<file path="src/rtl/uart_tx.sv">
// UART transmitter: 8 data bits, LSB first, optional parity, one stop bit.
// The line output is registered; in_ready and busy are decoded from the state.
module uart_tx #(
    parameter int CLKS_PER_BIT = 16,
    parameter int PARITY_EN    = 0,
    parameter int PARITY_ODD   = 0
) (
    input  logic       clk,
    input  logic       rst,
    input  logic       in_valid,
    input  logic [7:0] in_data,
    output logic       in_ready,
    output logic       tx,
    output logic       busy,
    output logic       done
);

    typedef enum logic [2:0] {
        IDLE,
        START,
        DATA,
        PARITY,
        STOP
    } state_t;

    localparam logic [15:0] LAST_TICK = 16'(CLKS_PER_BIT - 1);
    localparam logic        ODD       = (PARITY_ODD != 0);
    localparam logic        USE_PAR   = (PARITY_EN != 0);

    state_t      state_q, state_d;
    logic [15:0] timer_q, timer_d;
    logic [2:0]  idx_q, idx_d;
    logic [7:0]  shreg_q, shreg_d;
    logic        par_q, par_d;
    logic        tx_q, tx_d;
    logic        done_q, done_d;
    logic        bit_end;

    assign bit_end  = (timer_q == LAST_TICK);
    assign in_ready = rst && (state_q == IDLE);
    assign busy     = (state_q != IDLE);
    assign tx       = tx_q;
    assign done     = done_q;

    // NOTE: every signal gets a default before the case so no path leaves it
    // unassigned; a missing default here would infer a latch.
    always_comb begin
        state_d = state_q;
        timer_d = bit_end ? 16'd0 : timer_q + 16'd1;
        idx_d   = idx_q;
        shreg_d = shreg_q;
        par_d   = par_q;
        done_d  = 1'b0;

        case (state_q)
            IDLE: begin
                timer_d = 16'd0;
                if (in_valid) begin
                    state_d = START;
                    shreg_d = in_data;
                    par_d   = (^in_data) ^ ODD;
                end
            end
            START: begin
                if (bit_end) begin
                    state_d = DATA;
                    idx_d   = 3'd0;
                end
            end
            DATA: begin
                if (bit_end) begin
                    shreg_d = {1'b0, shreg_q[7:1]};
                    idx_d   = idx_q + 3'd1;
                    if (idx_q == 3'd7) begin
                        state_d = USE_PAR ? PARITY : STOP;
                    end
                end
            end
            PARITY: begin
                if (bit_end) begin
                    state_d = STOP;
                end
            end
            STOP: begin
                if (bit_end) begin
                    state_d = IDLE;
                    done_d  = 1'b1;
                end
            end
            default: state_d = IDLE;
        endcase

        // Line level is chosen from the state being entered so tx is a pure flop.
        case (state_d)
            START:   tx_d = 1'b0;
            DATA:    tx_d = shreg_d[0];
            PARITY:  tx_d = par_d;
            default: tx_d = 1'b1;
        endcase
    end

    // NOTE: state registers use non-blocking assignments so every flop samples
    // the pre-edge values, independent of statement order.
    always_ff @(posedge clk) begin
        if (!rst) begin
            state_q <= IDLE;
            timer_q <= 16'd0;
            idx_q   <= 3'd0;
            shreg_q <= 8'd0;
            par_q   <= 1'b0;
            tx_q    <= 1'b1;
            done_q  <= 1'b0;
        end else begin
            state_q <= state_d;
            timer_q <= timer_d;
            idx_q   <= idx_d;
            shreg_q <= shreg_d;
            par_q   <= par_d;
            tx_q    <= tx_d;
            done_q  <= done_d;
        end
    end

endmodule

</file>
<file path="config.mk">
export PLATFORM = sky130hd
export DESIGN_NAME = uart_tx
export DESIGN_NICKNAME = d
export VERILOG_FILES = /design/src/rtl/uart_tx.sv
export SDC_FILE = /design/constraint.sdc
export NUM_CORES = 1
export LEC_CHECK = 0
export BUFFER_PORTS_ARGS = -buffer_cell sky130_fd_sc_hd__buf_2
export CORE_MARGIN = 4
export CORE_UTILIZATION = 57
export DETAILED_ROUTE_END_ITERATION = 7
export GPL_ROUTABILITY_DRIVEN = 0
export PLACE_DENSITY = 0.79
export SLEW_MARGIN = 20
export SYNTH_ARGS = -nofsm -noshare
export SYNTH_HDL_FRONTEND = slang
export SYNTH_SLANG_ARGS = --single-unit
</file>
<file path="constraint.sdc">
create_clock -name clk -period 2.3 [get_ports clk]
set_input_delay 0.23 -clock clk [delete_from_list [all_inputs] [get_ports clk]]
set_output_delay 0.23 -clock clk [all_outputs]
set_load 0.01 [all_outputs]
</file>
==> impl_metrics.csv <==
group,metric,value,unit
detailed_routing,drtPass1Iterations,4,
critical_path,r2r_end,"tx$_SDFF_PN1_",
floorplanning,start_util,62.1,%
logic_synthesis,synth_xor_area_share,9.34,%
global_routing,overflow,0,
layout,seqCellArea,661,µm²
critical_path,reg2reg_depth,7,
critical_path,path_class,"flip-flop to flip-flop",
floorplanning,ios,15,
sta,setup_violations,0,
placed_design,port_buffers,14,
critical_path,crit_chain,"ha_1 -> and3_1 -> and4_4 -> a21oi_4 -> a221oi_2 -> or3b_1 -> a211o_1",
global_routing,grtUsageMet3,4.47,%
global_routing,gr-usage-met2,33.3,%
global_routing,grt_start_max_net_pins,20,
clock_tree,cts_buffer_depth,2,
run,maxCapViolCount,0,
clock_tree,clkTransAtPathRegs,0.10,ns
layout,n_fill_cell,223,
logic_synthesis,netlist-cell-type-count,37,
sta,drv_slew,0,
clock_tree,cts_resized,0,
floorplanning,die_w,60.9,µm
detailed_routing,post-route-drc-count,0,
logic_synthesis,synth.net_count,192,
detailed_routing,wl_per_cell,13.5,µm
sta,final-hold-violation-count,0,
critical_path,reg2reg_from,"timer_q[0]$_SDFF_PP0_",
power,p_leak,0.661,nW
logic_synthesis,yosysSeqAreaShare,41.4,%
floorplanning,design.core.area,2570,µm²
critical_path,arrival,2.35,ns
sta,holdWs,0.183,ns
logic_synthesis,synth_edf_count,0,
logic_synthesis,ys_ff_latch,33,
clock_tree,clkSinkCount,33,
clock_tree,cts_buffers,5,
sta,fmaxAchievable,0.471,GHz
logic_synthesis,syn_inst,178,
detailed_routing,ant_nets,0,
power,p_per_area,637,nW/µm²
logic_synthesis,async_flop_share,0,%
sta,tns,0,ns
floorplanning,rows,18,
clock_tree,cts_tree,"done",
clock_tree,clk_latency,0.33,ns
logic_synthesis,avgSynthCellArea,8.96,µm²
critical_path,crit_slowest_cell,"dfxtp_1",
placed_design,dp_hpwl,2.29,mm
critical_path,path_max_fanout,7,
sta,relSlewSlack,59.3,%
global_routing,grt_pass1_wl,5.20,mm
layout,synthToLayoutAreaGrowth,12.3,%
worst_hold_path,hold_depth,3,
placed_design,dp_slack,0.180,ns
global_routing,grt_pass1_vias,1299,
global_routing,busiest_layer,"met2",
floorplanning,die_area,3710,µm²
detailed_routing,first_iter_violations,86,
clock_tree,clockRootBuffer,"clkbuf_4",
status,outcome,"completed",
sta,finalClockSkew,0.0115,ns
critical_path,cp-end-kind,"flip-flop",
logic_synthesis,synth_top_family_by_area,"simple AND/OR/NAND/NOR gates",
critical_path,cp.required,2.53,ns
logic_synthesis,synth_area,1590,µm²
layout,antenna_cells,0,
global_routing,antenna_found_initial,0,
logic_synthesis,synth_adder_area_share,2.35,%
placed_design,placed_area,1710,µm²
global_routing,grt_util_all_layers,18.9,%
clock_tree,post-cts-setup-buffers,0,
logic_synthesis,yosysWarnings,0,
worst_hold_path,min_from,"in_data[7]",
floorplanning,chipHeight,60.9,µm
global_routing,use_met1,20.3,%
sta,timing_worst_slew_pin_value,0.609,ns
clock_tree,cts.htree.levels,2,
power,vdd_ir_drop_max,0.606,mV
detailed_routing,num_vias,1304,
sta,layout_setup_ws,0.177,ns
critical_path,max_stage_delay,0.36,ns
sta,rsz0062_at_grt,"no",
worst_hold_path,worst_hold_path.endpoint,"shreg_q[7]$_SDFFE_PN0P_",
logic_synthesis,synthFlopType,"dfxtp_1",
detailed_routing,wirelength,3.07,mm
layout,fin_area,1790,µm²
layout,nets,211,
critical_path,start_kind,"flip-flop",
logic_synthesis,synth-compound-area-share,15.7,%
detailed_routing,vias_per_cell,5.72,
critical_path,r2r_slack,0.18,ns
sta,period_minus_slack,2.12,ns
worst_hold_path,hold_path_class,"input port to flip-flop",
logic_synthesis,muxShareOfSynthArea,0.706,%
layout,multiInputGateArea,885,µm²
clock_tree,ctsHoldBuffers,0,
sta,fin_crit_sh,92.3,%
layout,layout-drive-gt1-share,18.7,%
logic_synthesis,synthSimpleGateAreaFrac,27.4,%
-- flip-flops by register name, indices dropped and copies added, names as in the netlist --
register,cells
done,1
tx,1
idx_q,3
state_q,3
par_q,1
shreg_q,8
timer_q,16
-- power breakdown --
part / leakage, nW / internal, mW / switching, mW
sequential: 0.268 / 0.587 / 0.0119
combinational: 0.348 / 0.0480 / 0.0489
clock: 0.0455 / 0.260 / 0.186
-- cells by family after synthesis --
logic type | count (synthesis)
buffers and inverters | 11
flip-flops | 33
XOR/XNOR | 17
AND/OR/NAND/NOR | 78
multiplexers | 1
AO/OA/AOI/OAI | 35
adder cells (fa/ha/maj) | 3
-- worst max-delay path, delay by kind of cell (launching register included) --
kind,cells,cell delay (ns)
and+or+nand+nor,3,0.85
adders and majority gates,1,0.20
AOI/OAI and AO/OA,3,0.61
DFF,1,0.36
-- through the flow --
step	total power, mW	instances	util [%]
2_1_floorplan	0.677	178	-
3_3_place_gp	0.706	220	66.4
3_5_place_dp	0.709	220	66.4
4_1_cts	1.15	228	69.7
5_1_grt	1.20	228	69.7
6_report	1.14	228	69.7
-- cell usage after synthesis, types with 4 or more instances --
cell | instances | area share, %
and2_1 | 6 | 2.4
xor2_1 | 6 | 3.3
o21ai_0 | 6 | 1.9
nor2b_1 | 4 | 1.6
nand2_1 | 16 | 3.8
nand3_1 | 11 | 3.5
clkbuf_1 | 6 | 1.4
a21oi_1 | 7 | 2.2
a21boi_0 | 6 | 2.8
a22oi_1 | 6 | 2.8
nor2_1 | 18 | 4.2
dfxtp_1 | 33 | 41
inv_1 | 4 | 0.94
xnor2_1 | 11 | 6.0
-- worst max path at each step --
stage / startpoint / end / slack (ns) / cells after the start
after floorplan: timer_q[0]$_SDFF_PP0_ / tx$_SDFF_PN1_ / 0.18 / 8
after global placement: timer_q[0]$_SDFF_PP0_ / tx$_SDFF_PN1_ / 0.24 / 7
after detailed placement: timer_q[0]$_SDFF_PP0_ / tx$_SDFF_PN1_ / 0.18 / 7
after CTS: timer_q[0]$_SDFF_PP0_ / tx$_SDFF_PN1_ / 0.16 / 7
after global routing: timer_q[0]$_SDFF_PP0_ / tx$_SDFF_PN1_ / 0.04 / 7
final: timer_q[0]$_SDFF_PP0_ / tx$_SDFF_PN1_ / 0.18 / 7
-- routing by layer --
metal / share of wire (%) / vias to the layer above
li1: - / 658
met1: 44 / 613
met5: 0 / -
met3: 4.4 / 4
met4: 1.1 / 0
met2: 51 / 29
-- placed cells by master (no fill, tap or decap), drive strengths merged, types with 2 or more instances in the layout --
cell type   n
nor3        2
inv         4
ha          3
o2bb2ai     3
xor2        6
dfxtp      33
or3         3
nand2      16
nor2       18
and2        6
nor3b       3
nand4       3
clkbuf      7
and4        2
a21oi       8
a21boi      6
a22oi       6
nor2b       4
nand3      11
o21ai       6
nor4        3
a31oi       3
and3        3
xnor2      11
buf        19
-- layout make-up --
| type | count | share of cell area, % |
|---|---|---|
| tap | 30 | 2.10 |
| sequential | 33 | 36.9 |
| clock inverter | 1 | 1.68 |
| multi-input combinational | 134 | 49.4 |
| timing repair buffer | 19 | 6.01 |
| inverter | 4 | 0.839 |
| clock buffer | 7 | 3.07 |
(Power assumes the default switching activity.)
